==> config.mk <==
export PLATFORM = sky130hd
export DESIGN_NAME = givens_rot_cordic
export DESIGN_NICKNAME = d
export VERILOG_FILES = /design/src/rtl/givens_rot_cordic.sv
export SDC_FILE = /design/constraint.sdc
export NUM_CORES = 1
export LEC_CHECK = 0
export BUFFER_PORTS_ARGS = -buffer_cell sky130_fd_sc_hd__buf_2
export CAP_MARGIN = 0
export CORE_MARGIN = 8
export CORE_UTILIZATION = 35
export DETAILED_ROUTE_END_ITERATION = 16
export PLACE_DENSITY = 0.56
export SKIP_CTS_REPAIR_TIMING = 1
export SYNTH_ARGS = -nofsm -noshare
export SYNTH_HDL_FRONTEND = slang
export SYNTH_SLANG_ARGS = --single-unit
==> constraint.sdc <==
create_clock -name clk -period 17.24 [get_ports clk]
set_input_delay 2.586 -clock clk [delete_from_list [all_inputs] [get_ports clk]]
set_output_delay 2.586 -clock clk [all_outputs]
set_load 0.05 [all_outputs]
==> src/rtl/givens_rot_cordic.sv <==
// Iterative rotation-mode CORDIC Givens row update with gain compensation.
// Optional quadrant pre-rotation for a full +/-pi angle range: define GIVENS_QUAD_PREROT_EN.
module givens_rot_cordic #(
  parameter int STG  = 12,
  parameter int SIZE = 16,
  parameter int INT  = 4,
  parameter int FRAC = 12
) (
  input  logic                   clk,
  input  logic                   rst,
  input  logic                   theta_start,
  input  logic signed [SIZE-1:0] theta,
  input  logic                   in_valid,
  output logic                   in_ready,
  input  logic signed [SIZE-1:0] in_x,
  input  logic signed [SIZE-1:0] in_y,
  input  logic                   in_last,
  output logic                   out_valid,
  input  logic                   out_ready,
  output logic signed [SIZE-1:0] out_x,
  output logic signed [SIZE-1:0] out_y,
  output logic                   out_last,
  output logic                   busy,
  output logic                   done
);

  // state     | meaning
  // IDLE      | waiting for theta_start; angle not yet latched
  // WAIT_PAIR | angle held, accepting the next (x, y) pair
  // ROT       | one micro-rotation per cycle, STG cycles
  // SCALE     | gain compensation and saturation into the output regs
  // OUT       | result presented until the consumer takes it
  typedef enum logic [2:0] {IDLE, WAIT_PAIR, ROT, SCALE, OUT} state_t;

  localparam int W  = SIZE + 1;
  localparam int PW = 2 * SIZE + 2;
  localparam int OW = INT + FRAC;
  localparam logic signed [W-1:0]  GAIN      = W'(2488);
  localparam logic [3:0]           LAST_ITER = 4'(STG - 1);
  localparam logic signed [PW-1:0] SAT_MAX   = {{(PW-OW+1){1'b0}}, {(OW-1){1'b1}}};
  localparam logic signed [PW-1:0] SAT_MIN   = {{(PW-OW+1){1'b1}}, {(OW-1){1'b0}}};
`ifdef GIVENS_QUAD_PREROT_EN
  localparam logic signed [W-1:0]  HALF_PI   = W'(16'h1922);
`endif

  function automatic logic signed [W-1:0] atan_lut(input logic [3:0] idx);
    case (idx)
      4'd0:    atan_lut = W'(16'h0C90);
      4'd1:    atan_lut = W'(16'h076B);
      4'd2:    atan_lut = W'(16'h03EB);
      4'd3:    atan_lut = W'(16'h01FD);
      4'd4:    atan_lut = W'(16'h00FF);
      4'd5:    atan_lut = W'(16'h007F);
      4'd6:    atan_lut = W'(16'h003F);
      4'd7:    atan_lut = W'(16'h001F);
      4'd8:    atan_lut = W'(16'h000F);
      4'd9:    atan_lut = W'(16'h0007);
      4'd10:   atan_lut = W'(16'h0003);
      4'd11:   atan_lut = W'(16'h0001);
      default: atan_lut = '0;
    endcase
  endfunction

  function automatic logic [SIZE-1:0] sat(input logic signed [PW-1:0] v);
    if (v > SAT_MAX)      sat = SAT_MAX[SIZE-1:0];
    else if (v < SAT_MIN) sat = SAT_MIN[SIZE-1:0];
    else                  sat = v[SIZE-1:0];
  endfunction

  state_t                 state;
  logic signed [SIZE-1:0] theta_r;
  logic signed [W-1:0]    x_r, y_r, z_r;
  logic [3:0]             iter;
  logic                   last_r;

  logic signed [W-1:0]    theta_w, in_x_w, in_y_w, x_sh, y_sh, atan_i;
  logic signed [PW-1:0]   prod_x, prod_y;

  assign theta_w = W'(theta_r);
  assign in_x_w  = W'(in_x);
  assign in_y_w  = W'(in_y);
  assign x_sh    = x_r >>> iter;
  assign y_sh    = y_r >>> iter;
  assign atan_i  = atan_lut(iter);
  assign prod_x  = PW'(x_r) * PW'(GAIN);
  assign prod_y  = PW'(y_r) * PW'(GAIN);

  always_ff @(posedge clk) begin
    if (rst) begin
      state     <= IDLE;
      theta_r   <= '0;
      x_r       <= '0;
      y_r       <= '0;
      z_r       <= '0;
      iter      <= '0;
      last_r    <= 1'b0;
      in_ready  <= 1'b0;
      out_valid <= 1'b0;
      out_x     <= '0;
      out_y     <= '0;
      out_last  <= 1'b0;
      busy      <= 1'b0;
      done      <= 1'b0;
    end else begin
      done <= 1'b0;
      case (state)
        IDLE: begin
          if (theta_start) begin
            theta_r  <= theta;
            in_ready <= 1'b1;
            busy     <= 1'b1;
            state    <= WAIT_PAIR;
          end
        end
        WAIT_PAIR: begin
          if (in_valid) begin
`ifdef GIVENS_QUAD_PREROT_EN
            // Fold angles beyond +/-pi/2 back into the convergence range.
            if (theta_w > HALF_PI) begin
              x_r <= -in_y_w;
              y_r <= in_x_w;
              z_r <= theta_w - HALF_PI;
            end else if (theta_w < -HALF_PI) begin
              x_r <= in_y_w;
              y_r <= -in_x_w;
              z_r <= theta_w + HALF_PI;
            end else begin
              x_r <= in_x_w;
              y_r <= in_y_w;
              z_r <= theta_w;
            end
`else
            x_r <= in_x_w;
            y_r <= in_y_w;
            z_r <= theta_w;
`endif
            last_r   <= in_last;
            iter     <= '0;
            in_ready <= 1'b0;
            state    <= ROT;
          end
        end
        ROT: begin
          if (!z_r[W-1]) begin
            x_r <= x_r - y_sh;
            y_r <= y_r + x_sh;
            z_r <= z_r - atan_i;
          end else begin
            x_r <= x_r + y_sh;
            y_r <= y_r - x_sh;
            z_r <= z_r + atan_i;
          end
          iter <= iter + 4'd1;
          if (iter == LAST_ITER) state <= SCALE;
        end
        SCALE: begin
          out_x     <= sat(prod_x >>> FRAC);
          out_y     <= sat(prod_y >>> FRAC);
          out_last  <= last_r;
          out_valid <= 1'b1;
          state     <= OUT;
        end
        OUT: begin
          if (out_ready) begin
            out_valid <= 1'b0;
            if (last_r) begin
              done  <= 1'b1;
              busy  <= 1'b0;
              state <= IDLE;
            end else begin
              in_ready <= 1'b1;
              state    <= WAIT_PAIR;
            end
          end
        end
        default: state <= IDLE;
      endcase
    end
  end

endmodule
# After elaboration in Yosys (flattened, before gate mapping)
# Memory sizes are Yosys's and may differ from the RTL's. A register that Yosys moved wholly into a read port is not among the register bits.
# Index checks and enable logic that the tools add are counted.
[totals]
reg_bits = 112
rom_bits = 192
inputBits = 54
out_inout_bits = 37
elab_cells = 90
memories = 1
[memory_table]
columns = ["name", "words", "word_bits", "read_ports", "rd_clocked_by_memory_dff", "write_ports", "line", "text"]
rows = [
  ["(name not given)", 16, 12, 1, 1, 0, "47", "case (idx)"],
]
[op_classes]
addsub = 7
mul = 2
magnitude_cmp = 4
eq_ne = 11
shifts = 2
muxes = 34
n_bitwise = 2
reduce_logical = 13
[op_table]
columns = ["op", "count"]
rows = [
  ["$mux W17", 6],
  ["$pmux W17 S2", 3],
  ["$mux W16", 4],
  ["$mul A17 B10 Y27 const B", 2],
  ["$add A17 B17 Y17", 3],
  ["$sub A17 B17 Y17", 3],
  ["$gt A18 B16 Y1 const B", 2],
  ["$lt A18 B16 Y1 const B", 2],
  ["$sshr A17 B4 Y17", 2],
  ["$pmux W3 S5", 1],
  ["$mux W3", 4],
  ["$mux W4", 3],
  ["$ne A2 B2 Y1 const B", 6],
  ["$mux W1", 9],
  ["$pmux W4 S2", 1],
  ["$reduce_and A2 Y1", 4],
  ["$reduce_and A4 Y1", 2],
  ["$eq A3 B2 Y1 const B", 2],
  ["$reduce_bool A2 Y1", 3],
  ["$reduce_and A5 Y1", 1],
  ["$add A4 B1 Y4 const B", 1],
  ["$eq A4 B4 Y1 const B", 1],
  ["$pmux W1 S2", 2],
  ["$eq A3 B1 Y1 const B", 1],
  ["6 further kinds", 7],
]

# Longest topological paths before layout
[depth]
ltp_word = 5
mapped_depth = 24
ltp_nobuf = 21

# Least setup slack after synthesis
# Ideal clock, no wire load.
[synth_timing]
path_kind = "reg-to-reg"
start = "reg x_r[8]"
end = "reg out_x[0]"
setup_time_ps = 137
arrival_ps = 5330
required_ps = 17103
path_slack_ps = 11773
stages_incl_launch_ff = 22
path_buffers = 1
synth_period_minus_slack_ps = 5467
cell_sequence = "dfxtp_1 -> ha_1 -> inv_1 -> fa_1 -> fa_1 -> inv_1 -> fa_1 -> inv_1 -> fa_1 -> inv_1 -> ha_1 -> a21o_1 -> a21o_1 -> a221o_1 -> o21ai_1 -> a31oi_1 -> mux2i_1 -> a211oi_1 -> a31oi_1 -> nor2_1 -> clkbuf_1 -> a211oi_1"
[synth_via]
elab_chain_len = 4
elab_cells_between_ends = 5
cone_classes = "mul (1); order compare (2); mux (2)"
[synth_rtl]
columns = ["item", "line", "text"]
rows = [
  ["start, declared", "72", "logic signed [W-1:0] x_r, y_r, z_r;"],
  ["start signal, assigned", "133", "x_r <= in_x_w;"],
  ["start signal, assigned", "145", "x_r <= x_r - y_sh;"],
  ["start signal, assigned", "149", "x_r <= x_r + y_sh;"],
  ["$mul A17 B10 Y27 *", "85", "assign prod_x = PW'(x_r) * PW'(GAIN);"],
  ["$lt A18 B16 Y1", "66", "else if (v < SAT_MIN) sat = SAT_MIN[SIZE-1:0];"],
  ["$mux W16", "66", ""],
  ["$mux W16 *", "65", "if (v > SAT_MAX) sat = SAT_MAX[SIZE-1:0];"],
  ["end signal, assigned", "157", "out_x <= sat(prod_x >>> FRAC);"],
  ["end, declared", "20", "output logic signed [SIZE-1:0] out_x,"],
]
# Every way passes the cells marked *; elsewhere a longest branch is shown, timed or not.
# A chain may end at the register's enable or synchronous reset.

# Worst setup path after layout
[layout_timing]
start = "reg y_r[8]"
end = "reg out_y[9]"
[layout_via]
elab_chain_len = 4
elab_cells_between_ends = 5
cone_classes = "mul (1); order compare (2); mux (2)"
[layout_rtl]
columns = ["item", "line", "text"]
rows = [
  ["start, declared", "72", ""],
  ["start signal, assigned", "134", "y_r <= in_y_w;"],
  ["start signal, assigned", "146", "y_r <= y_r + x_sh;"],
  ["start signal, assigned", "150", "y_r <= y_r - x_sh;"],
  ["$mul A17 B10 Y27 *", "86", "assign prod_y = PW'(y_r) * PW'(GAIN);"],
  ["$lt A18 B16 Y1", "66", ""],
  ["$mux W16", "66", ""],
  ["$mux W16 *", "65", ""],
  ["end signal, assigned", "158", "out_y <= sat(prod_y >>> FRAC);"],
  ["end, declared", "21", "output logic signed [SIZE-1:0] out_y,"],
]
# Marks and branches as above.

==> flow_summary.yaml <==
outcome:
  outcome: "complete, no violations"
cts:
  clk_pin_slew_worst_paths_ns: 0.07
  cts-buffers-inserted: 17
  clockBufferDepth: 2
  ctsHtreeMaxLevel: 4
  cts_tree: "built"
  cts_root_buf: "clkbuf_16"
  insertion_delay_ns: 0.45
  clock-sinks: 124
global_routing:
  grt_max_degree: 64
  antenna_found_initial: 0
  overflow: 0
  grt_pass1_vias: 13200
  grt_pass1_wl_um: 68300
  track_usage_pct: 15.8
die:
  core_area_um2: 45000
  initial_core_util_pct: 35.1
  io_pins: 91
  die_h_um: 228
  rows: 78
  die_w_um: 228
  die-area_um2: 52200
setup_path:
  r2r_slack_ns: 10.88
  crit_start: "y_r[8]"
  worstSetupPathType: "flip-flop to flip-flop"
  r2r-start: "y_r[8]"
  crit_required_ns: 17.51
  reg2reg_to: "out_y[9]"
  cp_max_fo: 15
  cp_data_arrival_time_ns: 6.63
  startpoint_type: "flip-flop"
  reg2reg_depth: 20
  crit_path_end: "out_y[9]"
  crit_path_end_kind: "flip-flop"
sta:
  rsz0062_at_grt: "false"
  tns_ns: 0
  post-route-period-util_pct: 36.9
  fin_ws_ns: 10.88
  fin_skew_ns: 0.0183
  finalMaxSlewViolations: 0
  post-route-min-period_ns: 6.36
  setup_viol: 0
  hold_viol: 0
  slew_headroom_pct: 26.9
  timing.fmax_ghz: 0.157
  worst_pin_slew_ns: 1.10
synthesis:
  synth_fp_nets: 2236
  netlist_area_um2: 15800
  async_reset_ff_share_pct: 0
  syn-instance-count: 1871
  ys_seq_area_share_pct: 15.7
  synth-main-ff-cell: "dfxtp_1"
  synth-seq-cells: 124
  synth_cell_types: 77
  synth-edff-count: 0
  syn_avg_cell_area_um2: 8.44
  yosys_warnings: 0
placed_design:
  dp_slack_ns: 10.94
  portBuffers: 90
  gp_congestion: 0.860
  dpl.hpwl_um: 32600
  dpl.cell_count: 2495
routing:
  firstDrtPassIters: 5
  drt_wl_total_um: 41600
  remaining_drc_errors: 0
  vias: 12900
  detail-route-antenna-nets: 0
  drtIter0Drc: 603
  avgRoutedWirePerCell_um: 16.5
  vias_per_cell: 5.09
finish:
  final_core_util_pct: 38.3
  syn2layout_area_growth_pct: 9.28
  n_antenna_cell: 0
  fin_nets: 2279
  regArea_um2: 2490
  layout-drive-gt1-share_pct: 10.5
  final_cell_mix: "inv_1, ha_1, nand2_1"
  layout.cells.most_common: "inv_1"
  multi_input_area_um2: 11800
  final_cells: 2527
  nFillCells: 4636
power_and_ir_drop:
  power.leakage_nw: 8.17
  powerDensity_nw_per_um2: 131
  power_mw: 2.26
  ir_drop_uv: 55.3
run:
  maxCapViolations: 0
worst_hold_path:
  hold_start: "theta_r[12]"
  hold_path_class: "flip-flop to flip-flop"
## cell usage after synthesis, types with 6 or more instances
library cell	count	area share, %
clkbuf_1	54	1.3
a21oi_1	123	3.9
a311oi_1	25	1.4
nand3_1	24	0.76
mux4_2	21	3.0
mux2_2	18	1.3
o21a_1	14	0.67
and3_1	10	0.40
mux2i_1	32	2.0
o21bai_1	6	0.29
o21ai_0	65	2.1
nor2b_1	18	0.71
and2_1	9	0.36
a31oi_1	17	0.67
a211oi_1	56	2.7
a21o_1	31	1.5
o21ai_1	6	0.19
nand2b_1	10	0.40
a22oi_1	10	0.48
xor2_1	52	2.9
nor2_1	160	3.8
mux4_1	6	1.0
ha_1	186	15
fa_1	125	16
clkbuf_8	6	0.52
or2_2	9	0.36
buf_6	8	0.57
xnor2_1	60	3.3
inv_1	289	6.9
dfxtp_1	124	16
nor3_1	28	0.89
nor3b_1	8	0.38
nand2_1	166	3.9
## final cells by class
| type | count | area share, % |
|---|---|---|
| clock buffers | 18 | 2.55 |
| clock inverters | 14 | 0.921 |
| inverters | 292 | 6.35 |
| multi-input cells | 1378 | 68.3 |
| flip-flops and latches | 124 | 14.4 |
| well taps | 600 | 4.35 |
| repair buffers | 101 | 3.10 |
## worst max-delay path, cell delays in order (launching register included)
cell and delay [ns]:
dfxtp_1 0.55, ha_1 0.33, inv_1 0.09, fa_1 0.41
fa_1 0.49, inv_1 0.06, fa_1 0.52, inv_1 0.05
fa_1 0.50, inv_1 0.04, ha_1 0.34, and3_1 0.20
o21ai_1 0.13, o21ai_1 0.13, a22o_1 0.26, o41ai_2 0.34
a21oi_1 0.17, o31ai_1 0.38, nand3_1 0.12, a21oi_1 0.88
a211oi_1 0.18
## layer usage
layer  wire length, µm  share of wire, %  global-route usage, %  up-vias
met1             19500                47                   20.6     6145
met5                 0                 0                      0        -
met4               667               1.6                   3.91        0
met2             19900                48                   26.9      225
met3              1570               3.8                   2.80       36
li1                  -                 -                      -     6469
## stage by stage
stage	hold slack, ns	area [µm²]
6_report	0.454	17300
5_1_grt	0.481	17300
4_1_cts	0.455	17300
3_5_place_dp	0.447	16700
3_3_place_gp	0.447	16700
2_1_floorplan	0.436	15800
## logic make-up (layout without fill, tap and decap cells)
| family | after synthesis | in the layout | synth area share, % |
|---|---|---|---|
| simple gates | 466 | 466 | 13.3 |
| flops | 124 | 124 | 15.7 |
| mux | 78 | 78 | 7.40 |
| buf+inv | 369 | 425 | 9.72 |
| compound gates | 411 | 411 | 17.1 |
| xor+xnor | 112 | 112 | 6.21 |
| fa+ha+maj | 311 | 311 | 30.6 |
## how the worst min path moves through the flow
stage	cells after the start	slack [ns]	endpoint
3_5_place_dp	2	0.45	theta_r[12]
4_1_cts	2	0.46	theta_r[12]
5_1_grt	2	0.48	theta_r[7]
6_report	2	0.45	theta_r[12]
3_3_place_gp	2	0.45	theta_r[7]
2_1_floorplan	2	0.44	theta_r[14]
## registers in the layout, indices dropped and copies added, names as in the netlist
| signal | count |
|---|---|
| busy | 1 |
| in_ready | 1 |
| y_r | 17 |
| atan_i | 12 |
| out_x | 16 |
| x_r | 17 |
| out_y | 16 |
| state | 3 |
| z_r | 17 |
| iter | 4 |
| done | 1 |
| out_last | 1 |
| theta_r | 16 |
| out_valid | 1 |
| last_r | 1 |
## power breakdown
group	switching (mW)	total (mW)	internal, mW
Clock	0.155	0.375	0.220
Sequential	0.0596	0.375	0.316
Combinational	0.875	1.51	0.631
Total	1.09	2.26	1.17
Power figures use the tool's default switching activity.
